`src/rtl/mac_accumulator_pkg.sv`:
```
// Shared types and constants for the streaming MAC accumulator.
package mac_pkg;

  typedef enum logic {
    EMPTY = 1'b0,
    ACCUM = 1'b1
  } state_t;

  localparam int ACC_W_DEF     = 72;
  localparam int MAX_TERMS_DEF = 256;
  localparam int CNT_W_DEF     = 16;

  localparam logic [63:0] SAT_POS_64 = 64'h7FFF_FFFF_FFFF_FFFF;
  localparam logic [63:0] SAT_NEG_64 = 64'h8000_0000_0000_0000;

endpackage

```
`src/rtl/mac_accumulator_if.sv`:
```
// Product-in / group-result-out handshake bundle of the MAC accumulator.
interface mac_accumulator_if
  import mac_pkg::*;
#(
  parameter int CNT_W = CNT_W_DEF
) ();

  logic              in_valid;
  logic              in_ready;
  logic [63:0]       in_product;
  logic              in_last;
  logic              out_valid;
  logic              out_ready;
  logic [63:0]       out_sum;
  logic [CNT_W-1:0]  out_count;
  logic              out_sat;
  logic              out_trunc;

  modport slave (
    input  in_valid, in_product, in_last, out_ready,
    output in_ready, out_valid, out_sum, out_count, out_sat, out_trunc
  );

  modport master (
    output in_valid, in_product, in_last, out_ready,
    input  in_ready, out_valid, out_sum, out_count, out_sat, out_trunc
  );

endinterface

```
`src/rtl/mac_accumulator_sat_narrow.sv`:
```
// Combinational signed narrowing of the wide accumulator to 64 bits with clamp flag.
module sat_narrow
  import mac_pkg::*;
#(
  parameter int ACC_W = ACC_W_DEF
) (
  input  logic [ACC_W-1:0] acc,
  output logic [63:0]      sum,
  output logic             sat
);

  // Value fits in 64 bits exactly when bit 63 and all guard bits agree.
  logic [ACC_W-64:0] upper;
  assign upper = acc[ACC_W-1:63];

  always_comb begin
    sum = acc[63:0];
    sat = 1'b0;
    if (!((&upper) || (~|upper))) begin
      sat = 1'b1;
      sum = acc[ACC_W-1] ? SAT_NEG_64 : SAT_POS_64;
    end
  end

endmodule

```
`src/rtl/mac_accumulator.sv`:
```
// Group dot-product accumulator: sums signed products per group and emits one
// saturated 64-bit result per group through a valid/ready output register.
module mac_accumulator
  import mac_pkg::*;
#(
  parameter int ACC_W     = ACC_W_DEF,
  parameter int MAX_TERMS = MAX_TERMS_DEF,
  parameter int CNT_W     = CNT_W_DEF
) (
  input  logic              clk,
  input  logic              rst_n,
  mac_accumulator_if.slave  bus
);

  localparam logic [CNT_W-1:0] MAX_CNT = CNT_W'(MAX_TERMS);

  state_t             state_reg, state_next;
  logic [ACC_W-1:0]   acc_reg, acc_next, acc_sum, product_ext;
  logic [CNT_W-1:0]   cnt_reg, cnt_next, cnt_sum;
  logic               out_valid_reg;
  logic [63:0]        out_sum_reg;
  logic [CNT_W-1:0]   out_count_reg;
  logic               out_sat_reg, out_trunc_reg;
  logic               in_ready, accept, close;
  logic [63:0]        sat_sum;
  logic               sat_flag;

  assign in_ready    = ~out_valid_reg | bus.out_ready;
  assign accept      = bus.in_valid & in_ready;
  assign product_ext = {{(ACC_W-64){bus.in_product[63]}}, bus.in_product};

  // An EMPTY group starts fresh, so the held acc is ignored rather than cleared first.
  assign acc_sum = ((state_reg == EMPTY) ? '0 : acc_reg) + product_ext;
  assign cnt_sum = (state_reg == EMPTY) ? CNT_W'(1) : cnt_reg + CNT_W'(1);
  assign close   = accept & (bus.in_last | (cnt_sum == MAX_CNT));

  sat_narrow #(.ACC_W(ACC_W)) u_sat (
    .acc (acc_sum),
    .sum (sat_sum),
    .sat (sat_flag)
  );

  always_comb begin
    state_next = state_reg;
    acc_next   = acc_reg;
    cnt_next   = cnt_reg;
    if (accept) begin
      if (close) begin
        state_next = EMPTY;
        acc_next   = '0;
        cnt_next   = '0;
      end else begin
        state_next = ACCUM;
        acc_next   = acc_sum;
        cnt_next   = cnt_sum;
      end
    end
  end

  always_ff @(posedge clk or negedge rst_n) begin
    if (!rst_n) begin
      state_reg <= EMPTY;
      acc_reg   <= '0;
      cnt_reg   <= '0;
    end else begin
      state_reg <= state_next;
      acc_reg   <= acc_next;
      cnt_reg   <= cnt_next;
    end
  end

  // A close in the same cycle as a drain reloads the register and keeps valid high.
  always_ff @(posedge clk or negedge rst_n) begin
    if (!rst_n) begin
      out_valid_reg <= 1'b0;
      out_sum_reg   <= '0;
      out_count_reg <= '0;
      out_sat_reg   <= 1'b0;
      out_trunc_reg <= 1'b0;
    end else if (close) begin
      out_valid_reg <= 1'b1;
      out_sum_reg   <= sat_sum;
      out_count_reg <= cnt_sum;
      out_sat_reg   <= sat_flag;
      out_trunc_reg <= ~bus.in_last;
    end else if (out_valid_reg && bus.out_ready) begin
      out_valid_reg <= 1'b0;
    end
  end

  assign bus.in_ready  = in_ready;
  assign bus.out_valid = out_valid_reg;
  assign bus.out_sum   = out_sum_reg;
  assign bus.out_count = out_count_reg;
  assign bus.out_sat   = out_sat_reg;
  assign bus.out_trunc = out_trunc_reg;

endmodule

```
`src/flat_wrapper.sv`:
```
// flat-port wrapper written by rule: the top's interface ports become plain ports
module mac_accumulator_flat import mac_pkg::*;
#(
  parameter int ACC_W     = ACC_W_DEF,
  parameter int MAX_TERMS = MAX_TERMS_DEF,
  parameter int CNT_W     = CNT_W_DEF
)
  (clk, rst_n, bus_in_valid, bus_in_product, bus_in_last, bus_out_ready, bus_in_ready, bus_out_valid, bus_out_sum, bus_out_count, bus_out_sat, bus_out_trunc);
  mac_accumulator_if #(.CNT_W(CNT_W)) bus_i ();
  input  logic clk;
  input  logic rst_n;
  input wire logic [$bits(bus_i.in_valid)-1:0] bus_in_valid;
  input wire logic [$bits(bus_i.in_product)-1:0] bus_in_product;
  input wire logic [$bits(bus_i.in_last)-1:0] bus_in_last;
  input wire logic [$bits(bus_i.out_ready)-1:0] bus_out_ready;
  output wire logic [$bits(bus_i.in_ready)-1:0] bus_in_ready;
  output wire logic [$bits(bus_i.out_valid)-1:0] bus_out_valid;
  output wire logic [$bits(bus_i.out_sum)-1:0] bus_out_sum;
  output wire logic [$bits(bus_i.out_count)-1:0] bus_out_count;
  output wire logic [$bits(bus_i.out_sat)-1:0] bus_out_sat;
  output wire logic [$bits(bus_i.out_trunc)-1:0] bus_out_trunc;
  assign bus_i.in_valid = bus_in_valid;
  assign bus_i.in_product = bus_in_product;
  assign bus_i.in_last = bus_in_last;
  assign bus_i.out_ready = bus_out_ready;
  assign bus_in_ready = bus_i.in_ready;
  assign bus_out_valid = bus_i.out_valid;
  assign bus_out_sum = bus_i.out_sum;
  assign bus_out_count = bus_i.out_count;
  assign bus_out_sat = bus_i.out_sat;
  assign bus_out_trunc = bus_i.out_trunc;
  mac_accumulator #(.ACC_W(ACC_W), .MAX_TERMS(MAX_TERMS), .CNT_W(CNT_W)) u_core (.clk(clk), .rst_n(rst_n), .bus(bus_i));
endmodule
```
`config.mk`:
```
export PLATFORM = sky130hd
export DESIGN_NAME = mac_accumulator_flat
export DESIGN_NICKNAME = d
export VERILOG_FILES = /design/src/rtl/mac_accumulator_pkg.sv /design/src/rtl/mac_accumulator_if.sv /design/src/rtl/mac_accumulator_sat_narrow.sv /design/src/rtl/mac_accumulator.sv /design/src/flat_wrapper.sv
export SDC_FILE = /design/constraint.sdc
export NUM_CORES = 1
export LEC_CHECK = 0
export ABC_CLOCK_PERIOD_IN_PS = 5300
export CORE_MARGIN = 2
export CORE_UTILIZATION = 50
export CTS_BUF_LIST = sky130_fd_sc_hd__clkbuf_2
export CTS_CLUSTER_DIAMETER = 200
export CTS_CLUSTER_SIZE = 8
export DETAILED_ROUTE_END_ITERATION = 16
export PLACE_DENSITY = 0.85
export SKIP_CTS_REPAIR_TIMING = 1
export SYNTH_ARGS = -nofsm -noshare
export SYNTH_HDL_FRONTEND = slang
export SYNTH_HIERARCHICAL = 1
export SYNTH_SLANG_ARGS = --single-unit
```
`constraint.sdc`:
```
create_clock -name clk -period 5.3 [get_ports clk]
set_input_delay 1.06 -clock clk [delete_from_list [all_inputs] [get_ports clk]]
set_output_delay 1.06 -clock clk [all_outputs]
set_load 0.02 [all_outputs]
```
# [Word-level counts from Yosys, hierarchy flattened]
# Cells that the tools add are included.
[classes] add_sub_neg=2 n_eq_ne=1 mux=10 n_bitwise=6 reduce_logical=6
[op_table] op="$mux W72" n=2
[op_table] op="$mux W64" n=2
[op_table] op="$add A72 B72 Y72" n=1
[op_table] op="$mux W16" n=2
[op_table] op="$add A16 B1 Y16 const B" n=1
[op_table] op="$eq A16 B9 Y1 const B" n=1
[op_table] op="$reduce_and A9 Y1" n=1
[op_table] op="$reduce_or A9 Y1" n=1
[op_table] op="$mux W1" n=4
[op_table] op="$and A1 B1 Y1" n=2
[op_table] op="$not A1 Y1" n=2
[op_table] op="$or A1 B1 Y1" n=2
[op_table] op="$reduce_bool A2 Y1" n=1
[op_table] op="$logic_and A1 B1 Y1" n=1
[op_table] op="$logic_not A1 Y1" n=1
[op_table] op="$logic_or A1 B1 Y1" n=1
[word_totals] regBits=172 input_bits=69 out_inout_bits=84 wordCells=33

# [Logic depth before layout (Yosys ltp)]
[logic_depth] depth_word=6 depth_mapped=24 mapped_depth_nobuf=18

# [By module]
# The synthesis kept the hierarchy.
[by_module_without_submodules] mod="mac_accumulator" n_inst=1 cells_per_inst=1405 area_each_um2=11608.6 seq_area_each_um2=4304.1
[by_module_without_submodules] mod="sat_narrow" n_inst=1 cells_per_inst=161 area_each_um2=1043.5 seq_area_each_um2=0.0

# [Least setup slack after synthesis]
# No wires, ideal clock.
[synth_path] path_kind="input to register" from="input bus_in_product[0]" to="register u_core.out_sat_reg, in the netlist u_core/bus.out_sat" setup_time_ps=116 arrival_ps=4437 t_required_ps=5184 slack_ps=747 path_stages=18 n_path_buf=1 path_cell_list="ha_1 -> fa_1 -> a21o_1 -> a221o_1 -> a311oi_1 -> a21o_2 -> o21ba_4 -> o41ai_4 -> a21o_2 -> a32oi_1 -> a32oi_1 -> xor2_1 -> nor4_1 -> nand2_1 -> buf_2 -> o21a_1 -> nand2_1 -> nand2_1"
[synth_via] elab_chain_cells=5 word_cells_on_any_way=6 cone_classes="add/sub: 1; mux: 1; reduce/logical: 4"
[synth_rtl] element="start: declaration" line_no="flat_wrapper.sv:13" rtl="input wire logic [$bits(bus_i.in_product)-1:0] bus_in_product;"
[synth_rtl] element="$add A72 B72 Y72 (*)" line_no="mac_accumulator.sv:33" rtl="assign acc_sum = ((state_reg == EMPTY) ? '0 : acc_reg) + product_ext;"
[synth_rtl] element="net u_core.acc_sum[70]" line_no="mac_accumulator.sv:18" rtl="logic [ACC_W-1:0] acc_reg, acc_next, acc_sum, product_ext;"
[synth_rtl] element="$reduce_or A9 Y1" line_no="mac_accumulator_sat_narrow.sv:19" rtl="if (!((&upper) || (~|upper))) begin"
[synth_rtl] element="$logic_not A1 Y1" line_no="mac_accumulator_sat_narrow.sv:19"
[synth_rtl] element="$logic_or A1 B1 Y1 (*)" line_no="mac_accumulator_sat_narrow.sv:19"
[synth_rtl] element="$mux W1 (*)" line_no="mac_accumulator_sat_narrow.sv:19"
[synth_rtl] element="net u_core.sat_flag" line_no="mac_accumulator.sv:26" rtl="logic sat_flag;"
[synth_rtl] element="end signal: assignment" line_no="mac_accumulator.sv:84" rtl="out_sat_reg <= sat_flag;"
[synth_rtl] element="end: declaration" line_no="mac_accumulator.sv:23" rtl="logic out_sat_reg, out_trunc_reg;"
# The timed path passes the listed nets; every way through them passes the cells marked *.
# A chain may end at the register's enable or synchronous reset.

# [Worst setup path in the final report]
[layout_path] from="register u_core.state_reg" to="register u_core.out_sum_reg[25], in the netlist u_core/bus.out_sum[25]"
[layout_via] elab_chain_cells=6 word_cells_on_any_way=12 cone_classes="add/sub: 1; eq/ne: 1; mux: 4; bitwise: 2; reduce/logical: 4"
[layout_rtl] element="start: declaration" line_no="mac_accumulator.sv:17" rtl="state_t state_reg, state_next;"
[layout_rtl] element="start signal: assignment" line_no="mac_accumulator.sv:66" rtl="state_reg <= state_next;"
[layout_rtl] element="$mux W72 (*)" line_no="mac_accumulator.sv:33"
[layout_rtl] element="$add A72 B72 Y72 (*)" line_no="mac_accumulator.sv:33"
[layout_rtl] element="net u_core.acc_sum[69]" line_no="mac_accumulator.sv:18"
[layout_rtl] element="$reduce_or A9 Y1" line_no="mac_accumulator_sat_narrow.sv:19"
[layout_rtl] element="$logic_not A1 Y1" line_no="mac_accumulator_sat_narrow.sv:19"
[layout_rtl] element="$logic_or A1 B1 Y1 (*)" line_no="mac_accumulator_sat_narrow.sv:19"
[layout_rtl] element="$mux W64 (*)" line_no="mac_accumulator_sat_narrow.sv:19"
[layout_rtl] element="net u_core.sat_sum[25]" line_no="mac_accumulator.sv:25" rtl="logic [63:0] sat_sum;"
[layout_rtl] element="end signal: assignment" line_no="mac_accumulator.sv:82" rtl="out_sum_reg <= sat_sum;"
[layout_rtl] element="end: declaration" line_no="mac_accumulator.sv:21" rtl="logic [63:0] out_sum_reg;"
# Marks and branches as above.

==> impl_results.md <==
* Status: complete, no violations
* Setup crit end kind: register
* Slew Limit Fails at 0
* Crit share post-route at 94.6%
* Routed vias at approximately 12000
* CTS tree: yes
* 1st-iter DRT viols at 1124
* Htree depth at 4
* GP Congestion at about 0.97
* Layout Skew at 0.0624 ns
* Die Ht at 163 um
* Commonest non-fill, non-tap cell in the layout: nand2_1
* Clock Latency Late Sink at 0.83 ns
* Register area share after synthesis at 34.0%
* Required @ worst endpoint at 6.07 ns
* Die width at between 150 and 200 um
* FMAX at 0.199 GHz
* Core area at 25000 um^2
* Max-slew headroom at 45.2%
* Clock slew at reported path FFs at about 0.3 ns
* Post-synthesis register bit count at between 150 and 200
* Fin nets at ~1800
* Synthesized area per cell at 8.08 um^2
* Initial antenna violation count at 1
* Critical path type: register to register
* Worst Tran Pin Value at approximately 0.8 ns
* Largest net degree at the start of global routing at 84
* RSZ-0062 raised after global routing: no
* CP Max Fanout at 59
* # Max-Cap Violations at 0
* Post-DRT Antenna Nets at 0
* I/O pin cnt at 153
* Startpoint Class: register
* Area Overhead vs Synth at 17.5%
* Fraction of layout cells with a size suffix above 1 at 6.35%
* Max FFs per register at 72
* All-Layer GR Usage at 26.8%
* Worst EP arrival at about 5.8 ns
* Worst hold path class: input pin to asynchronous set/reset pin
* EDFF count, synth at 0
* Main synth FF type: dfrtp_1
* Total gr overflow at 0
* YS warnings at 6
* Setup TNS at 0 ns
* WL final at 35.6 mm
* # rows at between 50 and 60
* Most frequent cells in the layout: 339 x nand2_1, 171 x dfrtp_1, 151 x clkdlybuf4s50_1, 93 x a21oi_1, 92 x nand3_1
* Asr flop ratio synth at 100%
* Mapped cell area at ~13000 um^2
* Initial Utilization at 50.5%
* Final setup viols at 0
* Num CTS Buffers at 17
* Syn Inst Count at about 1600
* Syn_nets at 1708
* Yosys cell types at between 60 and 70
* First-pass GRT wire length at 57.5 mm
* Fin crit period at 5.02 ns
* LEAKAGE at 6.86 nW
* DR pass1 iterations at 6
* PD cells at ~310 nW/um^2
* Post-DP HPWL at 26.1 mm
* Clock Tree Buf Depth at 2
* Clock sink total at about 170
* Worst VDD drop at between 0.00015 and 0.0002 V
* Design Power at 4.67 mW
* PortBufs at 152
* Drt via density at approximately 6
* Vias in the first global route at between 10000 and 15000
* Fin. Hold Viols at 0
* WL/cell at 17.7 um
* Die area at 26600 um^2
* Reg2reg start: u_core/state_reg
* CP Launch Point: u_core/state_reg
* Root buf cell: clkbuf_2
* DR DRC count at 0
## metrics by stage
step	instances	util [%]	cell area (um^2)	hold slack [ns]	setup slack [ns]
after floorplan	1566	-	12700	0.431	0.747
after global routing	2015	59.4	14900	0.252	0.0424
after CTS	2014	59.4	14900	0.249	0.440
after detailed placement	1982	58.3	14600	0.450	-0.171
after global placement	1982	58.3	14600	0.445	-0.147
final	2015	59.4	14900	0.252	0.285
## path summary, 6_finish.rpt
kind | end | slack (ns) | depth (start not counted)
max | u_core/bus.out_sum[25] | 0.28 | 21
max in group asynchronous | u_core/state_reg | 3.89 | 2
min in group clk | u_core/acc_reg[22] | 0.50 | 2
min | u_core/acc_reg[34] | 0.25 | 1
min reg2reg | u_core/acc_reg[22] | 0.50 | 2
max reg2reg | u_core/bus.out_sum[25] | 0.28 | 21
## report_power, final
part	total, mW	switching (mW)	internal [mW]
clock	0.745	0.583	0.163
combinational	2.19	1.24	0.953
sequential	1.73	0.158	1.58
total	4.67	1.98	2.69
## synth_stat cells (14+ instances only)
| master | number | area (um^2) |
|---|---|---|
| a21oi_1 | 93 | 465 |
| a21o_1 | 31 | 233 |
| xnor2_1 | 55 | 482 |
| o21ai_0 | 81 | 405 |
| clkbuf_1 | 65 | 244 |
| nor3_1 | 14 | 70.1 |
| xor2_1 | 30 | 263 |
| nand4_1 | 33 | 206 |
| o31ai_1 | 16 | 120 |
| and2_1 | 82 | 513 |
| nand2_1 | 342 | 1280 |
| a2bb2oi_1 | 63 | 552 |
| a22o_1 | 51 | 447 |
| nor2_1 | 43 | 161 |
| dfrtp_1 | 172 | 4300 |
| buf_2 | 47 | 235 |
| inv_1 | 28 | 105 |
| nand3_1 | 92 | 460 |
| ha_1 | 72 | 901 |
## worst max-delay path, cell delays in order, from the launching register on
cell and delay [ns]:
dfrtp_2 0.56, buf_12 0.21, and2_1 0.18, ha_1 0.45, a21oi_1 0.15, nor2b_1 0.13
nor3_1 0.06, a2111oi_0 0.53, buf_4 0.23, nand4_1 0.18, a21oi_1 0.21, nor3_1 0.09
buf_4 0.15, a41o_1 0.26, o21ai_1 0.17, xor2_1 0.30, and4_2 0.33, buf_12 0.25
nand3_1 0.11, a2bb2oi_1 0.20, nand2_1 0.08, nand2_1 0.08
## cell families after synthesis
logic type | after synthesis | synth area share [%]
buffers and inverters | 145 | 4.86
multiplexers | 2 | 0.168
adder cells (fa/ha/maj) | 73 | 7.28
flip-flops | 172 | 34.0
AO/OA/AOI/OAI | 428 | 23.5
XOR/XNOR | 85 | 5.88
AND/OR/NAND/NOR | 661 | 24.3
## layout make-up
| class | instances | area [um^2] |
|---|---|---|
| clock inverter | 15 | 175 |
| clock buffer | 17 | 85.1 |
| fill | 2226 | 10200 |
| timing repair buffer | 203 | 2020 |
| antenna | 1 | 2.50 |
| inverter | 28 | 105 |
| tap | 330 | 413 |
| sequential | 172 | 4310 |
| multi-input combinational | 1249 | 7760 |
## metal layers
metal,track usage [%],wire [um]
met5,0,0
met4,9.49,1060
met3,4.19,2510
met2,44.5,17000
met1,35.5,15100
Note: power is estimated with default switching activity, not from simulation.
==> patch 1, RTL diff (config.mk and constraints unchanged) <==
`CNT_W_DEF`: 16 -> 32.
--- a/src/rtl/mac_accumulator_pkg.sv
+++ b/src/rtl/mac_accumulator_pkg.sv
@@ -10,3 +10,3 @@
   localparam int MAX_TERMS_DEF = 256;
-  localparam int CNT_W_DEF     = 16;
+  localparam int CNT_W_DEF     = 32;
 
Ports: changed (resized bus_out_count); port bits go from 153 to 169. No check against the original RTL was run, so the function may have changed too.
==> patch 1 against the unedited design <==
Sequential cell count rose by 32; wire length grew 22%; final cell count rose by 20%; power is 47% higher; fmax grew 5.2%; synthesized area grew 17%; combinational power increased by 79%; clock skew shrank 26 ps; setup slack better by 250 ps; critical endpoint is now u_core/bus.out_sum[39]; synthesized cell count is 19% higher; cell area increased by 17%.
==> patch 1: results <==
{
  "comb-power_uw": 3910,
  "firstDrtPassIters": 5,
  "cts_inserted_buffers": 29,
  "grt_use_met3_pct": 3.10,
  "routed_via_density": 6.00,
  "grtUsageMet1_pct": 37.3,
  "yosysUniqueCellTypes": 68,
  "gp_congestion": 0.937,
  "wl_mm": 43.5,
  "irDropWorstVdd_mv": 0.181,
  "htreeDepth": 1,
  "min_period_ps": 4770,
  "r2r_cells": 19,
  "nNetsFinal": 2162,
  "cpMaxStageDelayCell": "dfrtp_4",
  "wl_met2_mm": 20.3,
  "dr_total_vias": 14500,
  "met1_length_mm": 19.1,
  "synth_commonest_cells": "nand2_1 (432), dfrtp_1 (204), o21ai_0 (124)",
  "slowest_delay_ps": 680,
  "top_layer_used": "met5",
  "syn_inst": 1871,
  "critPathArrivalTime_ps": 5550,
  "clk_pin_slew_ps": 160,
  "drt_first_iter_violations": 1254,
  "cts_buffer_depth": 3,
  "seq-power_uw": 2190,
  "ys_seq_area_share_pct": 34.4,
  "num-fill-cells": 2639,
  "dp_hpwl_mm": 31.6,
  "grt_util_all_layers_pct": 27.7,
  "cp_max_fo": 41,
  "portBuffers": 168,
  "dr_wl_met3_mm": 2.56,
  "p_leak_uw": 0.00778,
  "dp_slack_ps": -150,
  "p_switching_uw": 3030,
  "run_status": "finished, final reports clean",
  "grt_pass1_wl_mm": 70.8,
  "dp.cells": 2379
}
## patch 1: area by class of cell
type                            instances  share of cell area [%]
Clock inverter                          2                   0.195
Timing Repair Buffer                  251                    14.0
Sequential cell                       204                    29.4
Inverter                               34                   0.735
Multi-Input combinational cell       1500                    51.9
Tap cell                              390                    2.81
Antenna cell                            1                  0.0144
Clock buffer                           30                   0.865
## patch 1: through the flow
step | cell area (sq um) | hold slack [ps]
finish | 17400 | 167
global route | 17400 | 172
CTS | 17400 | 139
detailed placement | 17200 | 458
global placement | 17200 | 452
floorplan | 14800 | 441
## patch 1: worst max-delay path, delay by kind of cell (launching register included)
kind / cells / cell delay [ps]
adders and majority gates: 2 / 420
xor gates and xnor gates: 1 / 120
AOI/OAI and AO/OA: 8 / 2040
buffers and inverters: 1 / 240
DFF: 1 / 680
and+or+nand+nor: 7 / 1180
## patch 1: kinds of logic (layout without fill, tap and decap cells)
logic type / Yosys count / count (layout) / share of synthesized area [%]
AO/OA/AOI/OAI: 503 / 503 / 22.6
XOR/XNOR: 98 / 98 / 5.88
adder cells (fa/ha/maj): 73 / 73 / 6.21
buffers and inverters: 167 / 317 / 5.01
flip-flops: 204 / 204 / 34.4
multiplexers: 4 / 4 / 0.278
other: 0 / 1 / 0
AND/OR/NAND/NOR: 822 / 822 / 25.6
## patch 1: worst paths after layout
| path | end | from |
|---|---|---|
| min reg2reg | u_core/bus.out_count[14] | u_core/bus.out_count[14] |
| max | u_core/bus.out_sum[39] | u_core/state_reg |
| max reg2reg | u_core/bus.out_sum[39] | u_core/state_reg |
| min in group clk | u_core/bus.out_count[14] | u_core/bus.out_count[14] |
| min | u_core/bus.out_sum[57] | rst_n |
| max in group asynchronous | u_core/bus.out_count[9] | rst_n |
==> patch 2, RTL diff (same settings) <==
Made on the original files. Reset style: synchronous (`rst_n`), changed in 2 clocked blocks.
--- a/src/rtl/mac_accumulator.sv
+++ b/src/rtl/mac_accumulator.sv
@@ -59,3 +59,3 @@
 
-  always_ff @(posedge clk or negedge rst_n) begin
+  always_ff @(posedge clk) begin
     if (!rst_n) begin
@@ -72,3 +72,3 @@
   // A close in the same cycle as a drain reloads the register and keeps valid high.
-  always_ff @(posedge clk or negedge rst_n) begin
+  always_ff @(posedge clk) begin
     if (!rst_n) begin
Function: differs if rst_n is asserted again (counterexample within 4 cycles, from zero or initial values and one cycle with rst_n low); with rst_n held inactive, the same outputs for 4 cycles.
==> patch 2 against the unedited design <==
Die area is 2.1% lower; fmax is 1.7% higher; synthesized area is 2.1% lower; count of clock-buffer cells in the layout is 1 higher; wire length is 9.3% higher; sequential cell count stayed put; setup slack better by 84 ps; cell area is 0.22% higher.
Power is not compared: it rests on default switching activity, and its combinational part moved more than twofold at a synthesized area within 25%.
==> patch 2: results <==
{
  "hold-worst-slack_ps": 462,
  "num-fill-cells": 2168,
  "min_period_ps": 4930,
  "firstDrtPassIters": 7,
  "drive_gt1_share_pct": 9.40,
  "gp_congestion": 0.988,
  "syn_inst": 1663,
  "grt_pass1_wl_mm": 62.3,
  "dr_wl_met3_mm": 2.79,
  "fin_area_sq_um": 14900,
  "synth_commonest_cells": "nand2_1 (258), a21oi_1 (220), dfxtp_1 (172)",
  "r2r_cells": 19,
  "run_status": "finished, final reports clean",
  "ys_async_sr_fraction_pct": 0,
  "yosysUniqueCellTypes": 86,
  "routed_via_density": 6.15,
  "crit_end": "u_core/bus.out_sum[6]",
  "dp_slack_ps": -213,
  "met1_length_mm": 16.8,
  "dp_hpwl_mm": 28.8,
  "nNetsFinal": 1949,
  "yosysWarningCount": 6,
  "multi_input_comb_cells": 1329,
  "grt_util_all_layers_pct": 29.2,
  "drt_first_iter_violations": 1312,
  "wl_met2_mm": 17.9,
  "ff2ff_setup_slack_ps": 370,
  "multi_input_area_share_pct": 55.7,
  "tightest_slew_ps": 969,
  "grtUsageMet1_pct": 38.6,
  "ys_seq_area_share_pct": 27.8,
  "hp-class": "flip-flop to flip-flop",
  "antenna_cells": 2,
  "register_area_sq_um": 3440,
  "clock_buffers": 18,
  "syn_nets": 1805,
  "grt_use_met3_pct": 3.85,
  "synthTopCellsByArea": "dfxtp_1 (28%), a21oi_1 (8.9%), nand2_1 (7.8%), ha_1 (7.3%), nand3_1 (4.9%)",
  "critPathArrivalTime_ps": 5620,
  "bufAreaShareNonClock_pct": 16.2,
  "dr_total_vias": 13200
}
## patch 2: cell types whose count changed after synthesis, sizes merged, moves of 38 or more
cell / change
a21oi: +128
dfrtp: -172
dfxtp: +172
nand2: -83
nor2: +39
o21ai: -38
## patch 2: cell families (layout without fill, tap and decap cells)
kind of cell | after synthesis | after routing | synth area share [%]
and+or+nand+nor | 651 | 651 | 25.3
buffers and inverters | 162 | 318 | 5.45
DFF | 172 | 172 | 27.8
xor gates and xnor gates | 78 | 78 | 5.52
other | 0 | 2 | 0
AOI/OAI and AO/OA | 524 | 524 | 28.3
adders and majority gates | 73 | 73 | 7.43
muxes | 3 | 3 | 0.242
## patch 2: critical path: stages, from the launching register on
cell	delay, ps
dfxtp_2	530
buf_12	330
and2_1	230
ha_1	260
nand4_1	190
buf_4	190
or2_2	280
o221ai_1	290
a221oi_1	180
a21oi_1	290
o21ai_1	120
buf_4	150
o41ai_1	340
xor2_1	310
and4_2	350
buf_12	240
nand3_1	110
a2bb2oi_1	240
nand2_1	70
a21oi_1	120
